File: config.mk
export PLATFORM = sky130hd
export DESIGN_NAME = fir_stream_ctrl
export DESIGN_NICKNAME = d
export VERILOG_FILES = /design/src/rtl/fir_stream_ctrl.sv
export SDC_FILE = /design/constraint.sdc
export NUM_CORES = 1
export LEC_CHECK = 0
export ABC_CLOCK_PERIOD_IN_PS = 6850
export CORE_AREA = 2 2 91 93
export CTS_BUF_LIST = sky130_fd_sc_hd__clkbuf_2
export DETAILED_ROUTE_END_ITERATION = 10
export DIE_AREA = 0 0 93 95
export PLACE_DENSITY_LB_ADDON = 0.2
export SKIP_LAST_GASP = 1
export SYNTH_ARGS = -nofsm -noshare
export SYNTH_HDL_FRONTEND = slang
export SYNTH_SLANG_ARGS = --single-unit
File: constraint.sdc
create_clock -name clk -period 6.85 [get_ports clk]
set_clock_uncertainty 0.15 [all_clocks]
set_input_delay 0.685 -clock clk [delete_from_list [all_inputs] [get_ports clk]]
set_output_delay 0.685 -clock clk [all_outputs]
set_load 0.01 [all_outputs]
File: src/rtl/fir_stream_ctrl.sv
// Sequencing controller for the 8-in/16-out FIR core. It feeds one sample at a time,
// waits out the core latency, buffers results in a FIFO and streams them as byte pairs.
module fir_stream_ctrl #(
    parameter int LAT   = 3,
    parameter int DEPTH = 4
) (
    input  logic        clk,
    input  logic        rst,
    input  logic        in_vld,
    output logic        in_rdy,
    input  logic [7:0]  in_dat,
    output logic [7:0]  core_x,
    input  logic [15:0] core_y,
    output logic        out_vld,
    input  logic        out_rdy,
    output logic [7:0]  out_byte,
    output logic        out_hi,
    output logic        busy
);

    localparam int PW = (DEPTH > 1) ? $clog2(DEPTH) : 1;
    localparam logic [PW:0]   DEPTH_C = (PW+1)'(DEPTH);
    localparam logic [PW:0]   CNT_ONE = (PW+1)'(1);
    localparam logic [PW-1:0] PTR_ONE = PW'(1);
    localparam logic [3:0]    LAT_M1  = 4'(LAT - 1);

    typedef enum logic {
        ACC_IDLE,
        ACC_WAIT
    } acc_state_t;

    typedef enum logic [1:0] {
        SER_EMPTY,
        SER_LO,
        SER_HI
    } ser_state_t;

    acc_state_t    acc_state_q, acc_state_d;
    logic [3:0]    wait_cnt_q, wait_cnt_d;
    logic [7:0]    core_x_q, core_x_d;
    ser_state_t    ser_state_q, ser_state_d;
    logic [15:0]   hold_q, hold_d;
    logic [PW-1:0] wr_ptr_q, wr_ptr_d;
    logic [PW-1:0] rd_ptr_q, rd_ptr_d;
    logic [PW:0]   fifo_count_q, fifo_count_d;
    logic [15:0]   fifo_mem [DEPTH];
    logic          push;
    logic          pop;
    logic          fifo_empty;

    assign fifo_empty = (fifo_count_q == '0);

    // Gating with rst keeps in_rdy low for the whole reset window, yet high right after it.
    assign in_rdy = !rst && (acc_state_q == ACC_IDLE) && (fifo_count_q < DEPTH_C);

    always_comb begin
        acc_state_d = acc_state_q;
        wait_cnt_d  = wait_cnt_q;
        core_x_d    = core_x_q;
        push        = 1'b0;
        case (acc_state_q)
            ACC_IDLE: begin
                if (in_vld && in_rdy) begin
                    core_x_d    = in_dat;
                    wait_cnt_d  = LAT_M1;
                    acc_state_d = ACC_WAIT;
                end
            end
            ACC_WAIT: begin
                if (wait_cnt_q != 4'd0) begin
                    wait_cnt_d = wait_cnt_q - 4'd1;
                end else begin
                    push        = 1'b1;
                    acc_state_d = ACC_IDLE;
                end
            end
            default: acc_state_d = ACC_IDLE;
        endcase
    end

    always_comb begin
        ser_state_d = ser_state_q;
        hold_d      = hold_q;
        pop         = 1'b0;
        case (ser_state_q)
            SER_EMPTY: begin
                if (!fifo_empty) begin
                    pop         = 1'b1;
                    hold_d      = fifo_mem[rd_ptr_q];
                    ser_state_d = SER_LO;
                end
            end
            SER_LO: begin
                if (out_rdy) begin
                    ser_state_d = SER_HI;
                end
            end
            SER_HI: begin
                if (out_rdy) begin
                    if (!fifo_empty) begin
                        pop         = 1'b1;
                        hold_d      = fifo_mem[rd_ptr_q];
                        ser_state_d = SER_LO;
                    end else begin
                        ser_state_d = SER_EMPTY;
                    end
                end
            end
            default: ser_state_d = SER_EMPTY;
        endcase
    end

    // Pointers wrap naturally because DEPTH is a power of two.
    always_comb begin
        wr_ptr_d     = push ? (wr_ptr_q + PTR_ONE) : wr_ptr_q;
        rd_ptr_d     = pop  ? (rd_ptr_q + PTR_ONE) : rd_ptr_q;
        fifo_count_d = fifo_count_q;
        case ({push, pop})
            2'b10:   fifo_count_d = fifo_count_q + CNT_ONE;
            2'b01:   fifo_count_d = fifo_count_q - CNT_ONE;
            default: fifo_count_d = fifo_count_q;
        endcase
    end

    always_ff @(posedge clk) begin
        if (rst) begin
            acc_state_q  <= ACC_IDLE;
            wait_cnt_q   <= 4'd0;
            core_x_q     <= 8'd0;
            ser_state_q  <= SER_EMPTY;
            hold_q       <= 16'd0;
            wr_ptr_q     <= '0;
            rd_ptr_q     <= '0;
            fifo_count_q <= '0;
        end else begin
            acc_state_q  <= acc_state_d;
            wait_cnt_q   <= wait_cnt_d;
            core_x_q     <= core_x_d;
            ser_state_q  <= ser_state_d;
            hold_q       <= hold_d;
            wr_ptr_q     <= wr_ptr_d;
            rd_ptr_q     <= rd_ptr_d;
            fifo_count_q <= fifo_count_d;
        end
    end

    // Storage needs no reset; the pointer reset discards its contents.
    always_ff @(posedge clk) begin
        if (push) begin
            fifo_mem[wr_ptr_q] <= core_y;
        end
    end

    assign core_x   = core_x_q;
    assign out_vld  = (ser_state_q != SER_EMPTY);
    assign out_hi   = (ser_state_q == SER_HI);
    assign out_byte = (ser_state_q == SER_HI) ? hold_q[15:8] :
                      (ser_state_q == SER_LO) ? hold_q[7:0]  : 8'd0;
    assign busy     = (acc_state_q == ACC_WAIT) || !fifo_empty || (ser_state_q != SER_EMPTY);

endmodule

### After elaboration in Yosys (flattened, before gate mapping)

Memory sizes are Yosys's and may differ from the RTL's. A register that Yosys moved wholly into a read port is not among the register bits.
Cells that the tools add are included.

| cells by class | value |
|---|---|
| add/subtract/negate cells | 5 |
| magnitude comparators | 1 |
| equality and inequality tests | 9 |
| multiplexer cells | 26 |
| bitwise operators | 1 |
| reduce and logical (&&, ||, !) cells | 17 |

Operators by type and width:

| cell | number |
|---|---|
| 2-to-1 mux 16 bit | 2 |
| one-hot mux 16 bit (2 select lines) | 1 |
| 2-to-1 mux 8 bit | 2 |
| 2-to-1 mux 2 bit | 5 |
| 2-to-1 mux 1 bit | 9 |
| 2-to-1 mux 4 bit | 2 |
| one-hot mux 4 bit (2 select lines) | 1 |
| inequality test 2 bit, second input constant | 3 |
| one-hot mux 2 bit (3 select lines) | 1 |
| one-hot mux 3 bit (2 select lines) | 1 |
| AND reduction 2 bit | 3 |
| nonzero test 2 bit | 3 |
| adder 2 x 1 -> 2 bit, second input constant | 2 |
| equality test 2 x 1 -> 1 bit, second input constant | 2 |
| equality test 2 bit, second input constant | 2 |
| inequality test 2 x 1 -> 1 bit, second input constant | 2 |
| one-hot mux 1 bit (2 select lines) | 2 |
| nonzero test 4 bit | 1 |
| subtractor 4 x 1 -> 4 bit, second input constant | 1 |
| adder 3 x 1 -> 3 bit, second input constant | 1 |
| logical AND 1 bit | 3 |
| zero test 3 bit | 1 |
| less-than comparator 3 bit, second input constant | 1 |
| AND reduction 3 bit | 1 |
| other kinds (5) | 7 |

| storage, ports and cells | value |
|---|---|
| register bits | 38 |
| memory bits (writable) | 64 |
| input bits | 28 |
| output and inout port bits | 20 |
| memories | 1 |

Memories:

| name | depth | bits a word | rd ports | clocked after Yosys merged registers in | write ports | line | text |
|---|---|---|---|---|---|---|---|
| fifo_mem | 4 | 16 | 1 | 1 | 1 | 46 | `logic [15:0] fifo_mem [DEPTH];` |

### Longest topological paths before layout

Gate-level depths: netlist of the first run.

| depth | value |
|---|---|
| depth in word-level cells | 6 |
| depth in mapped cells | 11 |

### Least setup slack after synthesis of the first run

Ideal clock, no wire load.

| timing | value |
|---|---|
| kind | input -> register |
| start | input port out_rdy |
| end | register fifo_count_q[2] |
| setup time | 0.070 ns |
| arrival | 2.376 ns |
| required time | 6.630 ns |
| setup slack | 4.254 ns |
| stages | 10 |
| path through | nor2b_1 clkbuf_1 buf_2 nor3_1 ha_1 inv_1 fa_1 xor2_1 or3_1 a21oi_1 |

| on the way | value |
|---|---|
| cells in the longest elaborated chain, start to end | 4 |

RTL lines:

| what | line | text |
|---|---|---|
| from (decl) | 15 | `input logic out_rdy,` |
| 2-to-1 mux 1 bit * | 99 | `if (out_rdy) begin` |
| one-hot mux 1 bit (2 select lines) * | 85 | `case (ser_state_q)` |
| net pop | 48 | `logic pop;` |
| equality test 2 x 1 -> 1 bit / equality test 2 bit (equally long branches) | 118 | `case ({push, pop})` |
| one-hot mux 3 bit (2 select lines) / nonzero test 2 bit (equally long branches) | n/a |  |
| to (signal assigned) | 143 | `fifo_count_q <= fifo_count_d;` |
| to (decl) | 45 | `logic [PW:0] fifo_count_q, fifo_count_d;` |

The timed path passes the listed nets; every way through them passes the cells marked *.
A chain may end at the register's enable or synchronous reset.

### Final worst setup path of the first run

| timing | value |
|---|---|
| start | register ser_state_q[0] |
| end | output port out_byte[2] |

| on the way | value |
|---|---|
| cells in the longest elaborated chain, start to end | 3 |

RTL lines:

| what | line | text |
|---|---|---|
| from (decl) | 41 | `ser_state_t ser_state_q, ser_state_d;` |
| from (signal assigned) | 139 | `ser_state_q <= ser_state_d;` |
| equality test 2 x 1 -> 1 bit | 158 | `(ser_state_q == SER_LO) ? hold_q[7:0] : 8'd0;` |
| 2-to-1 mux 8 bit | 158 |  |
| 2-to-1 mux 8 bit * | 157 | `assign out_byte = (ser_state_q == SER_HI) ? hold_q[15:8] :` |
| to (decl) | 16 | `output logic [7:0] out_byte,` |

Every way passes the cells marked *; elsewhere a longest branch is shown, timed or not.

==> impl_metrics.py, run 1 <==
metrics = {
    "die": {
        "chipHeight_um": 95,
        "core_area_um2": 7930,
        "start_util_pct": 53.6,
        "num_rows": 33,
        "die_area_um2": 8840,
        "die_w_um": 93,
        "boundaryPins": 48,
    },
    "worst_setup_path": {
        "worstPathMaxFanout": 23,
        "worstPathRequired_ns": 6.01,
        "cp-start-kind": "flop",
        "arrival_ns": 2.79,
        "critical_path_class": "reg -> out",
        "crit_chain": "nor2b_1 -> a22o_1 -> clkdlybuf4s50_1",
        "critPathCaptureType": "output port",
        "max_stage_delay_ns": 0.83,
        "cp_slowest_cell": "dfxtp_1",
    },
    "job": {
        "maxCapViolations": 0,
    },
    "routing": {
        "wl_um": 7180,
        "vias": 2547,
        "drc": 0,
        "vias_per_cell": 5.67,
        "postRouteAntennaNets": 0,
        "drt_iter0_markers": 91,
        "wl_per_cell_um": 16.0,
        "drt-pass1-iter-count": 4,
    },
    "finish": {
        "drive_gt1_share_pct": 11.9,
        "diodes": 0,
        "nFillCells": 646,
        "multi_input_area_um2": 1330,
        "fin_nets": 374,
        "synthToLayoutAreaGrowth_pct": 13.6,
        "regArea_um2": 2720,
        "utilization_pct": 60.9,
        "final_area_um2": 4830,
    },
    "timing": {
        "setup_tns_ns": 0,
        "hold_viol_final": 0,
        "slew_viol_final": 0,
        "worstMarginPinSlew_ns": 1.11,
        "fin_crit_sh_pct": 53.0,
        "relSlewSlack_pct": 25.9,
        "grt_setup_unrepaired": "no",
        "period_minus_slack_ns": 3.63,
        "fmax_mhz": 276,
        "hold_slack_ns": 0.321,
        "setup_violations": 0,
    },
    "yosys": {
        "avgSynthCellArea_um2": 13.9,
        "ys.flop_type": "edfxtp_1",
        "synthArstFlopShare_pct": 0,
        "synth_fp_nets": 340,
        "ys_types": 42,
        "postSynthCellCount": 305,
        "syn-cell-area_um2": 4250,
        "yosysSeqAreaShare_pct": 64.0,
        "yosysWarnings": 0,
        "synth_edf_count": 64,
        "ys_ff_latch": 104,
    },
    "clocking": {
        "clockBufferDepth": 2,
        "postCtsSetupBuffers": 0,
        "postCtsHoldBufs": 0,
        "clk_pin_slew_ns": 0.27,
        "cts_inserted_buffers": 9,
        "clk_latency_ns": 0.54,
        "cts_sinks": 104,
        "root_buffer": "clkbuf_2",
        "htree_levels": 3,
        "cts_resized": 0,
        "cts_tree": "done",
    },
    "hold_path": {
        "hold_path.class": "reg -> reg",
    },
    "power": {
        "power.density_cell_area_nw_per_um2": 316,
        "totalPowerFinal_mw": 1.52,
        "p_leak_nw": 1.58,
        "vdd_ir_drop_max_v": 0.000131,
    },
    "grt": {
        "grt_max_degree": 44,
        "track_usage_pct": 17.3,
        "grt_pass1_vias": 2321,
        "antenna_found_initial": 0,
        "grt_pass1_wl_um": 11600,
        "grt-ovfl-total": 0,
    },
    "place": {
        "place.gp.congestion": 0.801,
        "port_buffers": 47,
        "place_area_um2": 4710,
        "dp_hpwl_um": 4710,
    },
    "status": {
        "status": "finished clean",
    },
}
==> cell type report <==
class / count / area share, %
flip-flops and latches: 104 / 56.4
multi-input cells: 164 / 27.5
inverters: 11 / 0.855
clock inverters: 6 / 1.50
clock buffers: 10 / 1.04
repair buffers: 49 / 10.0
well taps: 105 / 2.72
==> cell usage after synthesis, types with 2 or more instances <==
library cell,n,area (um2)
nor2_1,9,33.8
and2_1,4,25.0
buf_4,2,15.0
nand4_1,17,106
or4_1,2,15.0
ha_1,6,75.1
a22o_1,8,70.1
clkbuf_8,3,41.3
buf_2,7,35.0
clkbuf_1,13,48.8
o21ai_0,2,10.0
a21oi_1,32,160
nand3_1,2,10.0
nor3_1,4,20.0
mux4_2,16,360
or3_1,3,18.8
dfxtp_1,40,801
xor2_1,2,17.5
inv_1,10,37.5
nor2b_1,4,25.0
o31ai_1,17,128
edfxtp_1,64,1920
nand2_1,19,71.3
==> routing by layer <==
layer	routed length [um]	global-route usage (%)	share of wire [%]
met1	3470	24.9	48
met2	3300	26.7	46
met3	345	3.03	4.8
met4	63	6.25	0.88
met5	0	0	0
==> where the power goes <==
part	leakage, nW	switching [mW]	internal (mW)
logic	0.592	0.215	0.199
registers	0.904	0.0849	0.737
clock network	0.0792	0.197	0.0924
==> final timing paths <==
check / end / start / cells after the start / slack [ns]
hold / removal: core_x[6] / core_x[6] / 2 / 0.32
setup / recovery: out_byte[2] / ser_state_q[0] / 3 / 3.22
hold reg to reg: core_x[6] / core_x[6] / 2 / 0.32
setup reg to reg: fifo_count_q[2] / wait_cnt_q[0] / 10 / 4.34
==> sequential cells by signal (all words and copies together), names as in the netlist, named ones only <==
register	cells
rd_ptr_q	2
ser_state_q	2
acc_state_q	1
fifo_mem	64
fifo_count_q	3
core_x	8
wait_cnt_q	4
wr_ptr_q	2
hold_q	16
==> logic make-up after synthesis <==
family          Yosys count  synth area share, %
fa+ha+maj                 7                 2.24
compound gates           63                 9.54
flops                   104                 64.0
buf+inv                  37                 4.74
simple gates             73                 9.86
xor+xnor                  3                0.618
mux                      18                 8.98
==> through the flow <==
step	cells	setup slack [ns]
final	449	3.22
after floorplan	305	4.25
after global routing	449	3.05
after detailed placement	433	3.78
after global placement	433	3.81
after CTS	449	3.21
==> placed cells by master, fill, tap and decap left out, drive strengths merged, types with 2 or more instances in the layout <==
cell | Yosys | routed
nand4 | 17 | 17
o21ai | 2 | 2
nand2 | 19 | 19
edfxtp | 64 | 64
nand3 | 2 | 2
ha | 6 | 6
or4 | 2 | 2
a21oi | 32 | 32
a22o | 8 | 8
o31ai | 17 | 17
clkinv | 1 | 2
xor2 | 2 | 2
buf | 10 | 2
dfxtp | 40 | 40
or3 | 3 | 3
and2 | 4 | 4
inv | 10 | 14
nor2 | 9 | 9
clkdlybuf4s50 | 0 | 47
nor3 | 5 | 5
clkbuf | 16 | 10
mux4 | 16 | 16
nor2b | 4 | 4
==> worst max-delay path: cells and delay by family (launching register included) <==
family | cells | cell delay (ns)
flops | 1 | 0.83
simple gates | 1 | 0.65
buf+inv | 1 | 0.53
compound gates | 1 | 0.24
Note: power is estimated with default switching activity, not from simulation.
==> run 2, diff against run 1 <==
Settings changed: ABC_CLOCK_PERIOD_IN_PS 6850 to 3500.
Clock period 6.85 ns to 3.5 ns, I/O delays scaled along.
==> run 2 against run 1 <==
Compared with the run above:
- count of clock-buffer cells in the layout shrank 1
- register-to-register slack got worse by 3.4 ns
- largest cell class unchanged
- cell area is 0.47% higher
- power grew 97%
- cell count rose by 0.67%
- die area is the same
==> impl_metrics.py, run 2 (same netlist as run 1, synthesis figures left out) <==
metrics = {
    "die": {
        "die_w_um": 93,
        "num_rows": 33,
        "chipHeight_um": 95,
        "start_util_pct": 53.6,
        "core_area_um2": 7930,
        "boundaryPins": 48,
        "die_area_um2": 8840,
    },
    "finish": {
        "regMostFlops": "fifo_mem",
        "final_cell_count_no_fill": 452,
        "fin_nets": 377,
        "final_cell_mix": "edfxtp_1, clkdlybuf4s50_1, dfxtp_1",
        "synthToLayoutAreaGrowth_pct": 14.2,
        "drive_gt1_share_pct": 12.7,
        "largest_reg_flops": 64,
        "diodes": 0,
        "nFillCells": 673,
        "final_common_cell": "edfxtp_1",
    },
    "power": {
        "p_leak_nw": 1.58,
        "clockPowerShare_pct": 18.8,
        "power_frac_seq_pct": 52.6,
        "power.density_cell_area_nw_per_um2": 619,
        "intPower_mw": 2.02,
        "p_sw_share_pct": 32.8,
        "vdd_ir_drop_max_v": 0.000299,
        "totalPowerFinal_mw": 3.00,
        "p_switching_mw": 0.986,
        "power_frac_comb_pct": 28.6,
    },
    "timing": {
        "hold_viol_final": 0,
        "period_minus_slack_ns": 3.27,
        "worstMarginPinSlew_ns": 0.827,
        "setup_ws_ns": 0.232,
        "setup_tns_ns": 0,
        "fin_crit_sh_pct": 93.4,
        "fmax_mhz": 306,
        "slew_viol_final": 0,
        "relSlewSlack_pct": 44.8,
        "setup_violations": 0,
        "grt_setup_unrepaired": "no",
    },
    "worst_setup_path": {
        "crit_chain": "nor2b_1 -> a22o_1 -> clkdlybuf4s50_1",
        "r2r_slack_ns": 0.94,
        "cp-start-kind": "flop",
        "max_stage_delay_ns": 0.85,
        "critPathCaptureType": "output port",
        "worstPathMaxFanout": 23,
        "cp_slowest_cell": "dfxtp_1",
        "worstPathRequired_ns": 3.00,
        "arrival_ns": 2.77,
        "cp.buffers_inverters": 1,
        "critical-path-top-delay-family": "flip-flops",
        "critical_path_class": "reg -> out",
    },
    "grt": {
        "grt_max_degree": 30,
        "track_usage_pct": 17.8,
        "grt_pass1_wl_um": 11900,
        "grt_pass1_vias": 2425,
        "antenna_found_initial": 0,
        "grt-ovfl-total": 0,
    },
    "routing": {
        "vias": 2564,
        "drt_iter0_markers": 137,
        "postRouteAntennaNets": 0,
        "wl_per_cell_um": 16.6,
        "drt-pass1-iter-count": 4,
        "vias_per_cell": 5.67,
        "drc": 0,
        "wl_um": 7480,
    },
    "place": {
        "dp.cells": 436,
        "dp_hpwl_um": 4980,
        "place.gp.congestion": 0.725,
        "pre_cts_ws_ns": 0.691,
        "port_buffers": 47,
    },
    "clocking": {
        "cts_sinks": 104,
        "clockBufferDepth": 2,
        "postCtsSetupBuffers": 0,
        "cts_inserted_buffers": 9,
        "postCtsHoldBufs": 0,
        "clk_latency_ns": 0.53,
        "cts_resized": 0,
        "clk_pin_slew_ns": 0.27,
        "root_buffer": "clkbuf_2",
        "cts_tree": "done",
        "htree_levels": 3,
    },
    "hold_path": {
        "hold_path.class": "in -> reg",
    },
    "job": {
        "maxCapViolations": 0,
    },
    "status": {
        "status": "finished clean",
    },
}
==> run 2: changes by cell type in the layout (fill, tap and decap cells not counted) <==
cell	previous run	this run
clkinv_4	0	2
inv_8	1	0
clkbuf_2	10	9
clkinvlp_4	0	1
inv_6	3	2
buf_4	2	5
==> run 2: worst paths after layout <==
kind              depth (start not counted)         endpoint      startpoint
hold reg to reg                           2        core_x[7]       core_x[7]
setup / recovery                          3      out_byte[0]  ser_state_q[0]
hold / removal                            3        core_x[6]       in_dat[6]
setup reg to reg                         10  fifo_count_q[2]   wait_cnt_q[0]
==> run 2: layout make-up <==
class | count | area, um2 | area share, %
Multi-Input combinational cell | 164 | 1330 | 27.4
Timing Repair Buffer | 52 | 508 | 10.5
Inverter | 11 | 41.3 | 0.851
Clock buffer | 9 | 45.0 | 0.928
Clock inverter | 7 | 77.6 | 1.60
Tap cell | 105 | 131 | 2.71
Sequential cell | 104 | 2720 | 56.1
==> run 2: metrics by stage <==
stage                     hold slack [ns]  utilization (%)  cell area (um2)
after global placement              0.292             59.7             4730
after detailed placement            0.295             59.7             4730
after floorplan                     0.296                -             4250
final                               0.170             61.2             4850
after global routing                0.126             61.2             4850
after CTS                           0.141             61.2             4850
==> run 2: worst register-to-register path, delay by kind of cell (launching register included) <==
kind / cells / cell delay, ns
AOI/OAI and AO/OA: 1 / 0.14
xor gates and xnor gates: 1 / 0.17
adders and majority gates: 3 / 0.80
buffers and inverters: 3 / 0.19
DFF: 1 / 0.42
and+or+nand+nor: 2 / 0.62
==> run 2: metal layers <==
| metal | wire, um | vias up | track usage (%) |
|---|---|---|---|
| met3 | 297 | 10 | 3.11 |
| met4 | 135 | 0 | 7.23 |
| met2 | 3530 | 66 | 28.7 |
| met1 | 3510 | 1252 | 24.3 |
| met5 | 0 | - | 0 |
| li1 | - | 1236 | - |
==> run 2: power by group through the flow <==
stage | combinational, mW | clock, mW | sequential [mW]
global placement | 0.839 | 0 | 1.60
detailed placement | 0.865 | 0 | 1.61
CTS | 0.869 | 0.581 | 1.58
finish | 0.860 | 0.564 | 1.58
floorplan | 0.687 | 0 | 1.53
global route | 0.950 | 0.627 | 1.60
==> run 3, diff against run 2 <==
Settings changed: ABC_CLOCK_PERIOD_IN_PS 3500 to 3200.
Clock period 3.5 ns to 3.2 ns, I/O delays scaled along.
==> run 3 against run 2 <==
Compared with the run above:
- setup slack lost 0.0025 ns
- critical endpoint is now out_byte[5]
- highest routed layer unchanged
- largest power group unchanged
- first-iteration DRC count grew 39%
- power grew 10%
- sequential power grew 7%
- die area is the same
- sequential cell count is the same
- worst hold slack lost 0.050 ns
==> impl_metrics.py, run 3 (same netlist as run 1, synthesis figures left out) <==
metrics = {
    "status": {
        "status": "finished clean",
    },
    "clocking": {
        "postCtsHoldBufs": 0,
        "clockBufferDepth": 2,
        "htree_levels": 3,
        "cts_tree": "done",
        "cts_sinks": 104,
        "clk_pin_slew_ns": 0.26,
        "cts_inserted_buffers": 9,
        "root_buffer": "clkbuf_2",
        "clk_latency_ns": 0.56,
        "postCtsSetupBuffers": 0,
        "cts_resized": 0,
    },
    "routing": {
        "postRouteAntennaNets": 0,
        "drc": 0,
        "wl_um": 7640,
        "wl_per_cell_um": 16.9,
        "vias": 2552,
        "drt_iter0_markers": 190,
        "drt-pass1-iter-count": 4,
        "vias_per_cell": 5.63,
    },
    "timing": {
        "fin_crit_sh_pct": 92.8,
        "setup_violations": 0,
        "worstMarginPinSlew_ns": 0.851,
        "hold_viol_final": 0,
        "relSlewSlack_pct": 43.3,
        "period_minus_slack_ns": 2.97,
        "fmax_mhz": 337,
        "slew_viol_final": 0,
        "setup_tns_ns": 0,
        "grt_setup_unrepaired": "no",
    },
    "finish": {
        "drive_gt1_share_pct": 12.6,
        "diodes": 0,
        "largest_reg_flops": 64,
        "fin_nets": 378,
        "synthToLayoutAreaGrowth_pct": 14.3,
        "regMostFlops": "fifo_mem",
        "final_common_cell": "edfxtp_1",
        "final_area_um2": 4860,
        "final_cell_mix": "edfxtp_1, clkdlybuf4s50_1, dfxtp_1",
        "nFillCells": 655,
    },
    "worst_setup_path": {
        "arrival_ns": 2.50,
        "critPathCaptureType": "output port",
        "max_stage_delay_ns": 0.57,
        "r2r_cells": 10,
        "critical_path_class": "reg -> out",
        "r2r_slack_ns": 0.71,
        "worstPathRequired_ns": 2.73,
        "worstPathMaxFanout": 22,
        "cp-start-kind": "flop",
        "cp_slowest_cell": "nor2b_1",
        "crit_chain": "buf_4 -> nor2b_1 -> a22o_1 -> clkdlybuf4s50_1",
    },
    "grt": {
        "grt-ovfl-total": 0,
        "antenna_found_initial": 0,
        "grt_use_met3_pct": 3.59,
        "busiest_layer": "met2",
        "grt_max_degree": 34,
        "grt_pass1_wl_um": 12400,
        "grt_pass1_vias": 2453,
        "met1_usage_pct": 25.9,
        "gr-usage-met2_pct": 29.4,
        "track_usage_pct": 18.8,
    },
    "place": {
        "dp_hpwl_um": 5020,
        "place.gp.congestion": 0.710,
        "port_buffers": 47,
        "place_area_um2": 4740,
    },
    "die": {
        "die_w_um": 93,
        "boundaryPins": 48,
        "core_area_um2": 7930,
        "start_util_pct": 53.6,
        "die_area_um2": 8840,
        "chipHeight_um": 95,
        "num_rows": 33,
    },
    "power": {
        "vdd_ir_drop_max_v": 0.000407,
        "p_leak_nw": 1.58,
        "power.density_cell_area_nw_per_um2": 680,
        "p_switching_mw": 1.09,
        "intPower_mw": 2.21,
        "power_frac_comb_pct": 30.0,
        "power_frac_seq_pct": 51.0,
        "clockPowerShare_pct": 19.0,
        "p_sw_share_pct": 33.0,
    },
    "hold_path": {
        "hold_path.class": "in -> reg",
        "min_path_cells": 3,
    },
    "job": {
        "maxCapViolations": 0,
    },
}
run 3: power by group through the flow:
stage | clock network (mW) | logic (mW) | registers, mW
2_1_floorplan | 0 | 0.751 | 1.67
5_1_grt | 0.698 | 1.09 | 1.71
3_5_place_dp | 0 | 0.992 | 1.72
4_1_cts | 0.644 | 0.996 | 1.69
3_3_place_gp | 0 | 0.973 | 1.71
6_report | 0.628 | 0.990 | 1.69
run 3: cell type report:
type	count	area [um2]	area share [%]
Multi-Input combinational cell	164	1330	27.3
Sequential cell	104	2720	56.0
Inverter	11	41.3	0.849
Timing Repair Buffer	53	515	10.6
Tap cell	105	131	2.70
Clock buffer	9	45.0	0.927
Clock inverter	7	77.6	1.60
run 3: per-stage QoR:
stage	hold slack, ns	util [%]	power, mW	setup slack, ns	cells
finish	0.120	61.3	3.30	0.229	453
global route	0.0705	61.3	3.50	0.0110	453
CTS	0.0815	61.3	3.33	0.198	453
detailed placement	0.296	59.8	2.71	0.643	437
global placement	0.292	59.8	2.69	0.670	437
floorplan	0.269	-	2.42	0.808	305
run 3: worst max-delay path: cells and delay by family, from the launching register on:
family          cells  cell delay [ns]
flops               1             0.37
compound gates      1             0.27
buf+inv             2             0.73
simple gates        1             0.57
run 3: worst paths after layout:
kind                   from               to
max          ser_state_q[0]      out_byte[5]
min               in_dat[6]        core_x[6]
max reg2reg   wait_cnt_q[0]  fifo_count_q[2]
min reg2reg       core_x[6]        core_x[6]
run 3: metal layers:
layer / routed length (um) / vias to the layer above
li1: - / 1239
met1: 3560 / 1232
met2: 3550 / 70
met3: 383 / 11
met4: 149 / 0
met5: 0 / -
